===== config.mk =====
export PLATFORM = sky130hd
export DESIGN_NAME = btb_update_queue
export DESIGN_NICKNAME = d
export VERILOG_FILES = /design/src/rtl/btb_pkg.sv /design/src/rtl/btb_upd_fifo.sv /design/src/rtl/btb_update_queue.sv
export SDC_FILE = /design/constraint.sdc
export NUM_CORES = 1
export LEC_CHECK = 0
export ABC_CLOCK_PERIOD_IN_PS = 2300
export BUFFER_PORTS_ARGS = -buffer_cell sky130_fd_sc_hd__buf_2
export CAP_MARGIN = 20
export CORE_MARGIN = 1.5
export CORE_UTILIZATION = 35
export DETAILED_ROUTE_END_ITERATION = 16
export PLACE_DENSITY = 0.6
export SYNTH_ARGS = -nofsm -noshare
export SYNTH_HDL_FRONTEND = slang
export SYNTH_SLANG_ARGS = --single-unit

===== constraint.sdc =====
create_clock -name clk -period 2.3 [get_ports clk]
set_input_delay 0.115 -clock clk [delete_from_list [all_inputs] [get_ports clk]]
set_output_delay 0.115 -clock clk [all_outputs]
set_load 0.05 [all_outputs]

===== src/rtl/btb_pkg.sv =====
`default_nettype none
// ============================================================================
// Module      : btb_pkg
// Description : Shared BTB types and constants: update-queue entry layout,
//               PC step and BTB-facing field widths.
// Revision    : 1.0 - initial release
// ============================================================================
package btb_pkg;

    localparam int          BTB_PC_W     = 32;
    localparam int          BTB_TAG_W    = 30;
    localparam int          BTB_TARGET_W = 32;
    localparam logic [31:0] BTB_PC_STEP  = 32'd4;

    typedef struct packed {
        logic [BTB_TAG_W-1:0]    pc;
        logic                    taken;
        logic [BTB_TARGET_W-1:0] target;
    } btb_upd_entry_t;

endpackage : btb_pkg
`default_nettype wire


===== src/rtl/btb_upd_fifo.sv =====
`default_nettype none
// ============================================================================
// Module      : btb_upd_fifo
// Description : Generic power-of-two FIFO with push/pop, full/empty flags.
//               Storage element type is a type parameter.
// Revision    : 1.0 - initial release
// ============================================================================
module btb_upd_fifo
    import btb_pkg::*;
#(
    parameter int  DEPTH   = 4,
    parameter type ENTRY_T = btb_upd_entry_t
) (
    input  logic   clk,
    input  logic   rst,
    input  logic   i_push,
    input  ENTRY_T i_push_data,
    input  logic   i_pop,
    output ENTRY_T o_pop_data,
    output logic   o_full,
    output logic   o_empty
);

    localparam int               c_ptr_w = $clog2(DEPTH);
    localparam logic [c_ptr_w:0] c_depth = (c_ptr_w + 1)'(DEPTH);

    ENTRY_T               r_mem [DEPTH];
    logic [c_ptr_w-1:0]   r_wr_ptr;
    logic [c_ptr_w-1:0]   r_rd_ptr;
    logic [c_ptr_w:0]     r_count;
    logic                 w_push;
    logic                 w_pop;

    // Guard against overflow/underflow even if the caller misbehaves.
    assign w_push = i_push & ~o_full;
    assign w_pop  = i_pop & ~o_empty;

    assign o_full     = (r_count == c_depth);
    assign o_empty    = (r_count == '0);
    assign o_pop_data = r_mem[r_rd_ptr];

    always_ff @(posedge clk) begin
        if (w_push) begin
            r_mem[r_wr_ptr] <= i_push_data;
        end
    end

    always_ff @(posedge clk) begin
        if (rst) begin
            r_wr_ptr <= '0;
            r_rd_ptr <= '0;
            r_count  <= '0;
        end else begin
            if (w_push) begin
                r_wr_ptr <= r_wr_ptr + c_ptr_w'(1);
            end
            if (w_pop) begin
                r_rd_ptr <= r_rd_ptr + c_ptr_w'(1);
            end
            case ({w_push, w_pop})
                2'b10:   r_count <= r_count + (c_ptr_w + 1)'(1);
                2'b01:   r_count <= r_count - (c_ptr_w + 1)'(1);
                default: r_count <= r_count;
            endcase
        end
    end

endmodule : btb_upd_fifo
`default_nettype wire


===== src/rtl/btb_update_queue.sv =====
`default_nettype none
// ============================================================================
// Module      : btb_update_queue
// Description : Buffers resolved branches and drains them in order into the
//               BTB update port; flags mispredictions with a registered
//               redirect. Optional saturating statistics: BTB_UPD_STATS_EN.
// Revision    : 1.0 - initial release
// ============================================================================
module btb_update_queue
    import btb_pkg::*;
#(
    parameter int DEPTH = 4,
    parameter int CNTW  = 32
) (
    input  logic            clk,
    input  logic            rst,
    input  logic            res_valid,
    output logic            res_ready,
    input  logic [31:0]     res_pc,
    input  logic            res_taken,
    input  logic [31:0]     res_target,
    input  logic            res_pred_taken,
    input  logic [31:0]     res_pred_target,
    input  logic            upd_hold,
    output logic            update_en,
    output logic [29:0]     update_pc,
    output logic            actual_taken,
    output logic [31:0]     update_target,
    output logic            mispredict_valid,
    output logic [31:0]     redirect_pc,
    output logic [CNTW-1:0] stat_updates,
    output logic [CNTW-1:0] stat_mispredicts
);

    btb_upd_entry_t w_push_entry;
    btb_upd_entry_t w_head_entry;
    logic           w_full;
    logic           w_empty;
    logic           w_accept;
    logic           w_pop;
    logic           w_mispredict;
    logic [31:0]    w_redirect;
    logic [1:0]     w_unused_pc_lsb;

    logic           r_update_en;
    logic [29:0]    r_update_pc;
    logic           r_actual_taken;
    logic [31:0]    r_update_target;
    logic           r_mispredict_valid;
    logic [31:0]    r_redirect_pc;

    // Branch PCs are word aligned; the low bits carry no information.
    assign w_unused_pc_lsb = res_pc[1:0];

    assign w_push_entry = '{pc: res_pc[31:2], taken: res_taken, target: res_target};

    // Ready depends only on registered occupancy, never on this cycle's pop.
    assign res_ready = ~w_full;
    assign w_accept  = res_valid & res_ready;
    assign w_pop     = ~w_empty & ~upd_hold;

    assign w_mispredict = (res_taken != res_pred_taken) |
                          (res_taken & (res_target != res_pred_target));
    assign w_redirect   = res_taken ? res_target : (res_pc + BTB_PC_STEP);

    btb_upd_fifo #(
        .DEPTH   (DEPTH),
        .ENTRY_T (btb_upd_entry_t)
    ) u_fifo (
        .clk         (clk),
        .rst         (rst),
        .i_push      (w_accept),
        .i_push_data (w_push_entry),
        .i_pop       (w_pop),
        .o_pop_data  (w_head_entry),
        .o_full      (w_full),
        .o_empty     (w_empty)
    );

    always_ff @(posedge clk) begin
        if (rst) begin
            r_update_en     <= 1'b0;
            r_update_pc     <= '0;
            r_actual_taken  <= 1'b0;
            r_update_target <= '0;
        end else begin
            r_update_en <= w_pop;
            if (w_pop) begin
                r_update_pc     <= w_head_entry.pc;
                r_actual_taken  <= w_head_entry.taken;
                r_update_target <= w_head_entry.target;
            end
        end
    end

    always_ff @(posedge clk) begin
        if (rst) begin
            r_mispredict_valid <= 1'b0;
            r_redirect_pc      <= '0;
        end else begin
            r_mispredict_valid <= w_accept & w_mispredict;
            if (w_accept & w_mispredict) begin
                r_redirect_pc <= w_redirect;
            end
        end
    end

    assign update_en        = r_update_en;
    assign update_pc        = r_update_pc;
    assign actual_taken     = r_actual_taken;
    assign update_target    = r_update_target;
    assign mispredict_valid = r_mispredict_valid;
    assign redirect_pc      = r_redirect_pc;

`ifdef BTB_UPD_STATS_EN
    logic [CNTW-1:0] r_stat_updates;
    logic [CNTW-1:0] r_stat_mispredicts;

    // Counters stick at all-ones rather than wrapping.
    always_ff @(posedge clk) begin
        if (rst) begin
            r_stat_updates     <= '0;
            r_stat_mispredicts <= '0;
        end else begin
            if (w_pop && (r_stat_updates != '1)) begin
                r_stat_updates <= r_stat_updates + CNTW'(1);
            end
            if (w_accept && w_mispredict && (r_stat_mispredicts != '1)) begin
                r_stat_mispredicts <= r_stat_mispredicts + CNTW'(1);
            end
        end
    end

    assign stat_updates     = r_stat_updates;
    assign stat_mispredicts = r_stat_mispredicts;
`else
    assign stat_updates     = '0;
    assign stat_mispredicts = '0;
`endif

endmodule : btb_update_queue
`default_nettype wire


-- Word level (Yosys, flattened, before mapping)
Memory sizes are Yosys's and may differ from the RTL's. A register that Yosys moved wholly into a read port is not among the register bits.
Index checks and enable logic that the tools add are counted.
- register bits: 41
- RAM bits: 252
- bits of input ports: 102
- output and inout port bits: 162
- logic and storage cells: 33
- memories kept: 1
- memory list (name ; depth ; width ; rd ports ; clocked after Yosys merged registers in ; wr ports ; line ; source):
    u_fifo.r_mem ; 4 ; 63 ; 1 ; 1 ; 1 ; btb_upd_fifo.sv:27 ; ENTRY_T r_mem [DEPTH];
- add/sub/neg operators: 5
- equality and inequality tests: 5
- muxes and demuxes: 4
- bitwise operators: 10
- reductions and logical operators: 2
- operator list (kind ; count):
    adder 32 x 3 -> 32 bit (second input constant) ; 1
    2-to-1 mux 32 bit ; 1
    inequality test 32 bit ; 1
    bitwise AND 1 bit ; 6
    case mux 3 bit (2 select lines) ; 1
    adder 2 x 1 -> 2 bit (second input constant) ; 2
    adder 3 x 1 -> 3 bit (second input constant) ; 1
    equality test 3 bit (second input constant) ; 1
    logical NOT 3 bit ; 1
    inverter 1 bit ; 3
    subtractor 3 x 1 -> 3 bit (second input constant) ; 1
    equality test 2 x 1 -> 1 bit (second input constant) ; 1
    equality test 2 bit (second input constant) ; 1
    2-to-1 mux 1 bit ; 2
    nonzero test 2 bit ; 1
    inequality test 1 bit ; 1
    bitwise OR 1 bit ; 1

-- Depth between registers and ports, before layout
Gate-level depths: netlist (run 1).
- depth after elaboration: 6
- depth in mapped cells: 10
- gate-level depth less buffers: 10

-- Hierarchy
Synthesis (run 1) repeated with hierarchy kept, for this count alone.
- cell total of the unflattened synthesis: 1079
- area total of the unflattened synthesis: 15031.9 um2
- modules (own cells, without submodules) (module ; times used ; cells each ; area each (um2) ; seq. area each (um2)):
    btb_upd_fifo ; 1 ; 383 ; 9638.0 ; 7747.4
    btb_update_queue ; 1 ; 696 ; 5393.9 ; 1941.9

-- Worst setup path after synthesis (run 1)
No wires, ideal clock.
- path type: flip-flop to flip-flop
- from: register u_fifo.r_count[0]
- to: memory u_fifo.r_mem[0][0] (netlist bit), enable pin
- library setup time: 0.428 ns
- data arrival time: 2.512 ns
- required time: 1.872 ns
- slack: -0.641 ns
- cell stages (with the launch flop): 4
- path buffers: 0
- period minus slack after synthesis: 2.941 ns
- cells stage by stage: dfxtp_1 inv_2 nand3_1 and3_1
- cells in the longest elaborated chain, start to end: 6
- RTL lines (what ; line ; source):
    start: declaration ; btb_upd_fifo.sv:30 ; logic [c_ptr_w:0] r_count;
    start signal: assignment ; btb_upd_fifo.sv:61 ; 2'b10: r_count <= r_count + (c_ptr_w + 1)'(1);
    start signal: assignment ; btb_upd_fifo.sv:62 ; 2'b01: r_count <= r_count - (c_ptr_w + 1)'(1);
    start signal: assignment ; btb_upd_fifo.sv:63 ; default: r_count <= r_count;
    equality test 3 bit (*) ; btb_upd_fifo.sv:38 ; assign o_full = (r_count == c_depth);
    inverter 1 bit (*) ; btb_update_queue.sv:58 ; assign res_ready = ~w_full;
    net res_ready ; btb_update_queue.sv:18 ; output logic res_ready,
    bitwise AND 1 bit ; btb_update_queue.sv:59 ; assign w_accept = res_valid & res_ready;
    bitwise AND 1 bit (*) ; btb_upd_fifo.sv:35 ; assign w_push = i_push & ~o_full;
    2-to-1 mux 1 bit (*) ; btb_upd_fifo.sv:43 ; if (w_push) begin
    2-to-1 mux 1 bit (implied by the code) (*) ; btb_upd_fifo.sv:44 ; r_mem[r_wr_ptr] <= i_push_data;
    end: declaration ; btb_upd_fifo.sv:27 ;
Mark *: on every way through the listed nets, which the timed path passes. The rest lies on a longest branch.

-- Worst setup path in the final report (run 1)
- from: input port res_pc[9]
- to: register r_redirect_pc[23], in the netlist redirect_pc[23]
- cells in the longest elaborated chain, start to end: 2
- RTL lines (what ; line ; source):
    start: declaration ; btb_update_queue.sv:19 ; input logic [31:0] res_pc,
    adder 32 x 3 -> 32 bit ; btb_update_queue.sv:64 ; assign w_redirect = res_taken ? res_target : (res_pc + BTB_PC_STEP);
    2-to-1 mux 32 bit ; btb_update_queue.sv:64 ;
    end signal: assignment ; btb_update_queue.sv:103 ; r_redirect_pc <= w_redirect;
    end: declaration ; btb_update_queue.sv:50 ; logic [31:0] r_redirect_pc;
No other way between the ends.
A chain may end at the register's enable or synchronous reset.

==> results of run 1 <==
[stage by stage]
| stage | worst slack [ps] | hold slack [ps] | instances |
|---|---|---|---|
| 6_report | 148 | 22.8 | 1914 |
| 5_1_grt | 7.24 | 47.4 | 1914 |
| 4_1_cts | 110 | 17.5 | 1913 |
| 3_5_place_dp | 102 | 400 | 1780 |
| 3_3_place_gp | 161 | 393 | 1780 |
| 2_1_floorplan | 79.2 | 214 | 1126 |
[report_power, final]
part | internal [mW] | total (mW) | leakage, nW | switching, mW
combinational | 1.82 | 5.44 | 2.92 | 3.63
sequential | 7.77 | 8.12 | 3.16 | 0.348
clock | 4.04 | 6.54 | 0.649 | 2.50
[cell families (layout without fill, tap and decap cells)]
logic type	Yosys count	in the layout	share of synthesized area (%)
AOI/OAI and AO/OA	155	155	5.62
buffers and inverters	144	399	5.49
and+or+nand+nor	268	268	8.61
other	1	65	0.0255
muxes	75	75	10.5
xor gates and xnor gates	57	57	3.40
DFF	356	356	65.7
adders and majority gates	7	7	0.648
[worst paths after layout]
kind	from	endpoint	slack (ps)	cells after the start
setup / recovery	res_pc[9]	redirect_pc[23]	150	8
hold / removal	res_pc[1]	redirect_pc[1]	20	3
setup reg to reg	u_fifo.r_count[0]	u_fifo.r_count[2]	160	10
hold reg to reg	update_target[24]	update_target[24]	450	2
[per-layer routing]
metal / part of all wire, % / up-vias / GRT usage [%] / wire length (µm)
met5: 0 / - / 0 / 0
met4: 3.3 / 0 / 7.53 / 1310
met3: 7.6 / 60 / 4.25 / 3020
met2: 47 / 379 / 28.9 / 18600
met1: 43 / 4709 / 24.6 / 17000
li1: - / 4360 / - / -
[cell usage in the layout, fill, tap and decap left out, types with 4 or more instances in the layout]
| master | instances |
|---|---|
| bufinv_16 | 5 |
| edfxtp_1 | 252 |
| xor2_1 | 38 |
| nor2_1 | 21 |
| clkbuf_8 | 4 |
| conb_1 | 64 |
| mux2i_1 | 11 |
| nor3_1 | 8 |
| clkbuf_1 | 12 |
| buf_2 | 198 |
| nor4_1 | 11 |
| o21ai_0 | 37 |
| o2111ai_1 | 4 |
| and3_1 | 5 |
| clkbuf_16 | 42 |
| inv_1 | 18 |
| nand2b_1 | 10 |
| nand3_1 | 26 |
| buf_4 | 37 |
| xnor2_1 | 19 |
| mux4_2 | 63 |
| nand2_1 | 154 |
| and3_2 | 4 |
| o21ai_1 | 7 |
| a211oi_1 | 4 |
| dfxtp_1 | 102 |
| nand4_1 | 7 |
| or4_1 | 4 |
| buf_12 | 9 |
| a21oi_1 | 93 |
| ha_1 | 5 |
| dlygate4sd3_1 | 62 |
[final cells by class]
class / count / area, µm²
fillers: 3751 / 22800
clock inverters: 13 / 204
flip-flops and latches: 356 / 9650
inverters: 21 / 78.8
repair buffers: 307 / 2080
clock buffers: 58 / 1150
multi-input cells: 626 / 4500
well taps: 532 / 666
diodes: 1 / 2.50
[synth_stat cells, drive strengths merged (21+ instances only)]
cell,count,area share [%]
a21oi,95,3.3
buf,77,3.7
clkbuf,46,1.2
dfxtp,104,14
edfxtp,252,52
inv,21,0.54
mux4,63,9.7
nand2,154,3.9
nand3,28,1.0
nor2,21,0.54
o21ai,44,1.5
xor2,38,2.3
[worst max-delay path, stage by stage]
cell,delay [ps]
dlygate4sd3_1,530
buf_2,210
nand4_1,220
or4_4,640
or4_1,490
a31oi_1,170
nand3_1,120
o21ai_1,110
[registers in the layout, indices dropped and copies added (netlist names)]
name,cells
actual_taken,1
mispredict_valid,1
redirect_pc,32
u_fifo.r_count,3
u_fifo.r_mem,252
u_fifo.r_rd_ptr,2
u_fifo.r_wr_ptr,2
update_en,1
update_pc,30
update_target,32
[what timing repair did]
action,in CTS,in global routing
endpoints found under the setup margin,0,9
endpoints found under the hold margin,250,0
resized for setup,0,5
hold buffers,62,0
==> impl_metrics.csv, run 1 <==
group,metric,value,unit
status,outcome,"finished clean",
die,ioPinCount,264,
sta,period_minus_slack,2150,ps
final_layout,utilization,44.6,%
sta,setup_viol,0,
final_layout,area_delta_synth_final,24.9,%
clock_network,cts_tree,"yes",
power,finalPower,20.1,mW
synthesis,synth_seq_area_share,65.7,%
routing,routedWlPerCell,20.9,µm
clock_network,clk_latency,540,ps
synthesis,synth_seq_cells,356,
synthesis,postSynthAreaPerCell,13.8,µm²
clock_network,cts_sinks,356,
routing,drt_iter0_drc,618,
routing,routed_wl,40000,µm
final_layout,drive_above_1_share,28.1,%
critical_path,cp_max_fo,10,
critical_path,start_kind,"primary input",
run,drv_cap,0,
global_routing,grt_usage,18.4,%
global_routing,grt_overflow,0,
global_routing,antenna_found_initial,1,
die,core_area,0.0411,mm²
synthesis,ys_types,50,
routing,vias,9508,
sta,hold_viol_final,0,
routing,first_pass_iters,5,
synthesis,synthesis.area,0.0147,mm²
final_layout,design_area,0.0183,mm²
sta,fin_crit_sh,93.6,%
final_layout,finalNetCount,1460,
power,power.density,1100,mW/mm²
clock_network,cts_buffers,39,
sta,relSlewSlack,40.5,%
clock_network,htree_num_levels,2,
synthesis,netlist_instances,1063,
clock_network,clockBufferDepth,3,
global_routing,grt_pass1_wl,59000,µm
global_routing,grt_start_max_net_pins,66,
routing,route.detailed.drc,0,
critical_path,worst_setup_path_end_kind,"flop",
clock_network,postCtsSetupBuffers,0,
synthesis,ys.flop_type,"edfxtp_1",
synthesis,synth-edff-count,252,
die,die_w,208,µm
routing,antenna_left,0,
sta,worstMarginPinSlew,892,ps
global_routing,grt_pass1_vias,9312,
routing,vias_per_cell,4.97,
sta,grt_setup_unrepaired,"false",
synthesis,asyncSetResetFlopFracSynth,0,%
critical_path,required,2760,ps
die,num_rows,74,
sta,slew_violations,0,
critical_path,criticalPathCategory,"in2reg",
die,start_util,35.7,%
min_path,hp-class,"in2reg",
power,peakVddDrop,0.000601,V
clock_network,root_buffer,"clkbuf_16",
die,die-area,0.0432,mm²
critical_path,crit_arrival,2610,ps
sta,fin_tns_setup,0,ps
die,die_h,208,µm
sta,fin_skew,14.5,ps
synthesis,ys_warn_count,0,
power,leakage,6.73,nW
placed_design,portBuffers,199,
placed_design,dpl.hpwl,26400,µm
placed_design,placed_area,0.0163,mm²
sta,timing.fmax,465,MHz
clock_network,clk_pin_slew,60,ps
placed_design,gp_congestion,0.802,
Power figures use the tool's default switching activity.
==> run 2, diff against run 1 <==
--- a/config.mk
+++ b/config.mk
@@ -14,4 +14,5 @@
 export PLACE_DENSITY = 0.6
 export SYNTH_ARGS = -nofsm -noshare
 export SYNTH_HDL_FRONTEND = slang
+export SYNTH_HIERARCHICAL = 1
 export SYNTH_SLANG_ARGS = --single-unit
==> run 2 against run 1 <==
Sequential share of layout area is 0.23 points lower. Power decreased by 2.6%. Critical endpoint is now redirect_pc[29]. Sequential power is 0.5% lower. Largest power group unchanged. Critical path type unchanged.
==> impl_metrics.csv, run 2 <==
group,metric,value,unit
final_layout,fillCellCount,3859,
die,start_util,35.7,%
critical_path,criticalPathCategory,"in2reg",
synthesis,postSynthAreaPerCell,13.9,µm²
placed_design,place_ws,91.9,ps
synthesis,ys.flop_type,"edfxtp_1",
sta,slew_violations,0,
power,peakVddDrop,0.000474,V
sta,setup_slack,92.7,ps
clock_network,cts_sinks,358,
final_layout,finalNetCount,1470,
die,die_h,210,µm
routing,first_pass_iters,5,
sta,grt_setup_unrepaired,"true",
critical_path,worst_setup_path_end_kind,"flop",
placed_design,dpl.hpwl,28400,µm
synthesis,synth_area_leader_cell,"edfxtp_1",
routing,routedWlPerCell,21.6,µm
final_layout,largest_reg_flops,252,
clock_network,clk_latency,550,ps
clock_network,clockBufferDepth,3,
synthesis,ys_warn_count,6,
sta,worstMarginPinSlew,774,ps
final_layout,fin_cells,1932,
critical_path,cp_max_fo,6,
global_routing,grt_start_max_net_pins,101,
critical_path,reg2reg_from,"u_fifo/r_count[0]",
global_routing,antenna_found_initial,3,
min_path,hp-class,"in2reg",
sta,fin_crit_sh,96.0,%
final_layout,final_cell_mix,"edfxtp_1 (252), buf_2 (198), nand2_1 (146)",
min_path,hp-start,"res_target[28]",
critical_path,start_kind,"primary input",
synthesis,synth_xor_xnor_area_share,3.03,%
final_layout,final_common_cell,"edfxtp_1",
critical_path,r2r-end,"u_fifo/r_count[2]",
routing,routed_wl,41700,µm
placed_design,portBuffers,199,
critical_path,crit_arrival,2620,ps
clock_network,cts_tree,"yes",
die,ioPinCount,264,
synthesis,synth_common_cells,"edfxtp_1 (252), nand2_1 (146), dfxtp_1 (106), a21oi_1 (91), buf_4 (65)",
synthesis,synth_compound_area_share,5.83,%
critical_path,regToRegSetupSlack,140,ps
global_routing,grt_usage,18.9,%
sta,fin_skew,13.4,ps
routing,antenna_left,0,
sta,period_minus_slack,2210,ps
routing,vias,9727,
global_routing,grtUsageMet1,25.2,%
synthesis,synthAdderAreaFrac,0.633,%
status,outcome,"finished clean",
synthesis,muxShareOfSynthArea,10.4,%
placed_design,placed_area,0.0165,mm²
global_routing,grt.busiest_layer,"met2",
sta,holdWs,36.2,ps
global_routing,use_met2,30.3,%
die,core_area,0.0421,mm²
global_routing,grt_overflow,0,
synthesis,synth-edff-count,252,
synthesis,synth_seq_area_share,64.5,%
final_layout,drive_above_1_share,28.3,%
clock_network,root_buffer,"clkbuf_16",
die,die_w,210,µm
placed_design,dp_cells,1796,
critical_path,reg2regPathDepth,11,
synthesis,synthesis.area,0.0150,mm²
min_path,hold-path-endpoint,"u_fifo/r_mem[0][28]",
clock_network,cts_buffers,40,
die,die-area,0.0442,mm²
clock_network,htree_num_levels,2,
synthesis,yosys.area.top_type_share,50.3,%
power,finalPower,19.6,mW
synthesis,netlist_instances,1079,
routing,route.detailed.drc,0,
synthesis,synth_area_leaders,"edfxtp_1 (50%), dfxtp_1 (14%), mux4_2 (9.0%)",
synthesis,synth_seq_cells,358,
power,power.density,1060,mW/mm²
critical_path,required,2710,ps
power,leakage,6.71,nW
global_routing,grt_pass1_vias,9517,
final_layout,area_delta_synth_final,23.2,%
routing,drt_iter0_drc,606,
synthesis,asyncSetResetFlopFracSynth,0,%
synthesis,synth-simple-area-share,9.33,%
die,num_rows,75,
sta,hold_viol_final,0,
run,drv_cap,0,
final_layout,design_area,0.0185,mm²
sta,timing.fmax,453,MHz
synthesis,yosysMostFrequentCell,"edfxtp_1",
clock_network,postCtsSetupBuffers,0,
sta,setup_viol,0,
synthesis,ys_types,54,
min_path,whs_path_depth,2,
final_layout,top_register,"u_fifo/r_mem",
sta,relSlewSlack,48.4,%
global_routing,grt_pass1_wl,61300,µm
global_routing,use_met3,4.77,%
synthesis,synth_top_family_by_area,"multiplexers",
placed_design,gp_congestion,0.827,
routing,vias_per_cell,5.03,
clock_network,clk_pin_slew,60,ps
run 2: worst max-delay path by stage:
stage | from | endpoint | slack, ps | cells past startpoint
6_report | res_target[31] | redirect_pc[29] | 90 | 9
5_1_grt | res_target[30] | redirect_pc[2] | -4 | 9
4_1_cts | res_pc[3] | redirect_pc[20] | 90 | 9
3_5_place_dp | u_fifo/r_count[0] | u_fifo/r_count[2] | 90 | 11
3_3_place_gp | res_pc[3] | redirect_pc[20] | 140 | 8
2_1_floorplan | u_fifo/r_count[2] | u_fifo/r_mem[0][0] | -20 | 5
run 2: where the power goes:
| group | internal, mW | leakage, nW | total (mW) | switching, mW |
|---|---|---|---|---|
| logic | 1.51 | 2.87 | 4.93 | 3.41 |
| registers | 7.77 | 3.18 | 8.08 | 0.309 |
| clock network | 4.02 | 0.657 | 6.57 | 2.54 |
| total | 13.3 | 6.71 | 19.6 | 6.26 |
run 2: final cells by class:
class | count | area (µm²) | area share [%]
antenna | 2 | 5.00 | 0.0270
multi-input combinational | 644 | 4660 | 25.1
timing repair buffer | 300 | 2060 | 11.1
tap | 539 | 674 | 3.64
inverter | 17 | 66.3 | 0.358
clock buffer | 51 | 1090 | 5.91
sequential | 358 | 9700 | 52.4
clock inverter | 21 | 253 | 1.37
run 2: cell families (layout without fill, tap and decap cells):
group | Yosys count | after routing
multiplexers | 76 | 76
AND/OR/NAND/NOR | 288 | 288
flip-flops | 358 | 358
XOR/XNOR | 52 | 52
adder cells (fa/ha/maj) | 7 | 7
other | 1 | 66
AO/OA/AOI/OAI | 157 | 157
buffers and inverters | 140 | 389
run 2: stage by stage:
| step | TNS (ps) | util [%] |
|---|---|---|
| 2_1_floorplan | -5340 | - |
| 3_3_place_gp | 0 | 39.2 |
| 3_5_place_dp | 0 | 39.2 |
| 4_1_cts | 0 | 43.9 |
| 5_1_grt | -6.64 | 43.9 |
| 6_report | 0 | 43.9 |
run 2: critical path, stage by stage:
cell and delay [ps]:
dlygate4sd3_1 560, buf_2 220, xnor2_1 250, nand2_1 70
or3b_2 470, nor4_1 530, buf_4 210, nand4b_1 110
a21oi_1 70
run 2: routing by layer:
layer  vias to the layer above  share of wire, %
li1                       4449                 -
met4                         0               3.0
met3                        63               7.3
met1                      4869                43
met2                       346                47
met5                         -                 0
run 2: what timing repair did:
action | in CTS | in global routing
setup endpoints to repair | 0 | 8
resized for setup | 0 | 5
hold buffers | 62 | 0
hold endpoints to repair | 243 | 0
==> run 3, diff against run 2 <==
--- a/config.mk
+++ b/config.mk
@@ -9,9 +9,9 @@
 export BUFFER_PORTS_ARGS = -buffer_cell sky130_fd_sc_hd__buf_2
 export CAP_MARGIN = 20
 export CORE_MARGIN = 1.5
-export CORE_UTILIZATION = 35
+export CORE_UTILIZATION = 51
 export DETAILED_ROUTE_END_ITERATION = 16
-export PLACE_DENSITY = 0.6
+export PLACE_DENSITY = 0.81
 export SYNTH_ARGS = -nofsm -noshare
 export SYNTH_HDL_FRONTEND = slang
 export SYNTH_HIERARCHICAL = 1
==> run 3 against run 2 <==
The run now ends with setup timing left. Cell area decreased by 0.82%. Combinational power decreased by 1%. Core utilization increased by 20 points. Clock skew increased by 1.1 ps. Final cell count decreased by 7.3%. Power decreased by 4.2%. Via count increased by 3.9%. Largest cell class unchanged. Largest power group unchanged. Highest routed layer is now met5.
==> impl_metrics.csv, run 3 (synthesized netlist as in run 2, its figures left out) <==
group,metric,value,unit
sta,holdWs,59.5,ps
routing,vias,10100,
die,num_rows,62,
sta,setup_viol,2,
min_path,hp-class,"in2reg",
final_layout,fillCellCount,2085,
final_layout,design_area,0.0184,mm²
final_layout,final_cell_mix,"edfxtp_1 (252), buf_2 (195), nand2_1 (146)",
critical_path,cp_max_fo,6,
sta,worstMarginPinSlew,734,ps
die,ioPinCount,264,
run,drv_cap,0,
critical_path,worst_setup_path_end_kind,"flop",
sta,relSlewSlack,51.1,%
die,start_util,52.1,%
clock_network,root_buffer,"clkbuf_16",
clock_network,clockBufferDepth,3,
sta,period_minus_slack,2310,ps
sta,setup_slack,-12.2,ps
global_routing,grt_pass1_vias,9729,
routing,antenna_left,0,
sta,fin_crit_sh,101,%
global_routing,grt_start_max_net_pins,65,
final_layout,area_delta_synth_final,22.1,%
placed_design,gp_congestion,0.896,
critical_path,required,2700,ps
status,failed_checks,"setup timing",
sta,fin_tns_setup,-15.8,ps
final_layout,largest_reg_flops,252,
global_routing,grt_usage,25.4,%
final_layout,multi_input_area,0.00467,mm²
routing,routed_wl,39200,µm
sta,timing.fmax,432,MHz
power,leakage,6.74,nW
placed_design,dp_cells,1647,
die,die-area,0.0305,mm²
placed_design,portBuffers,199,
placed_design,place_ws,15.9,ps
die,die_h,175,µm
die,core_area,0.0289,mm²
power,power.density,1020,mW/mm²
final_layout,regArea,0.00971,mm²
final_layout,top_register,"u_fifo/r_mem",
sta,fin_skew,14.5,ps
global_routing,antenna_found_initial,2,
placed_design,placed_area,0.0164,mm²
critical_path,crit_arrival,2720,ps
routing,vias_per_cell,5.65,
placed_design,dpl.hpwl,25700,µm
final_layout,drive_above_1_share,29.3,%
routing,routedWlPerCell,21.9,µm
clock_network,cts_sinks,358,
routing,drt_iter0_drc,1055,
final_layout,finalNetCount,1486,
critical_path,criticalPathCategory,"in2reg",
clock_network,cts_tree,"yes",
sta,slew_violations,0,
clock_network,clk_latency,520,ps
sta,hold_viol_final,0,
status,outcome,"finished, violations left",
global_routing,grt_pass1_wl,58700,µm
clock_network,clk_pin_slew,60,ps
clock_network,cts_buffers,37,
power,peakVddDrop,0.000737,V
final_layout,fin_cells,1790,
power,finalPower,18.7,mW
critical_path,start_kind,"primary input",
routing,first_pass_iters,6,
final_layout,final_common_cell,"edfxtp_1",
routing,route.detailed.drc,0,
global_routing,grt_overflow,0,
die,die_w,175,µm
final_layout,utilization,63.6,%
clock_network,htree_num_levels,2,
[run 3: cell types whose count changed in the layout (fill, tap and decap cells not counted), sizes merged]
cell / before / now
diode: 2 / 1
inv: 16 / 17
dlygate4sd3: 62 / 63
clkinv: 14 / 9
clkbuf: 51 / 58
dlymetal6s4s: 0 / 1
buf: 238 / 254
clkinvlp: 2 / 1
bufinv: 6 / 0
[run 3: area by class of cell]
class                   count  area share (%)
diodes                      1          0.0136
clock buffers              57            6.12
clock inverters            10           0.293
inverters                  17           0.361
multi-input cells         644            25.5
flip-flops and latches    358            52.9
well taps                 384            2.62
repair buffers            319            12.3
[run 3: timing repair]
action | CTS | global route
resized for setup | 0 | 19
hold buffers | 64 | 0
hold endpoints to repair | 248 | 0
buffers inserted | 0 | 11
setup endpoints to repair | 0 | 76
[run 3: power breakdown]
| group | switching, mW | leakage (nW) | internal (mW) |
|---|---|---|---|
| sequential | 0.372 | 3.18 | 7.77 |
| clock | 2.36 | 0.581 | 3.37 |
| combinational | 3.35 | 2.98 | 1.53 |
| total | 6.08 | 6.74 | 12.7 |
[run 3: final timing paths]
| path | startpoint | to | slack (ps) | cells past startpoint |
|---|---|---|---|---|
| hold reg to reg | update_target[29] | update_target[29] | 450 | 2 |
| setup / recovery | res_target[27] | redirect_pc[4] | -10 | 12 |
| setup reg to reg | u_fifo/r_count[1] | u_fifo/r_count[2] | 120 | 11 |
| hold / removal | res_target[28] | u_fifo/r_mem[2][28] | 60 | 2 |
[run 3: layer usage]
| metal | GRT usage, % | up-vias | wire [µm] |
|---|---|---|---|
| li1 | - | 4473 | - |
| met1 | 34.6 | 4961 | 15400 |
| met2 | 40.3 | 580 | 18800 |
| met3 | 5.18 | 94 | 3500 |
| met4 | 10.2 | 2 | 1440 |
| met5 | 0 | - | 13 |
[run 3: critical path: stages]
cell,delay [ps]
dlygate4sd3_1,540
buf_4,190
xor2_1,190
nor4_1,280
nand4b_1,210
buf_4,200
nor4_4,350
buf_12,160
buf_12,100
buf_4,100
nor4_1,40
a31o_2,230
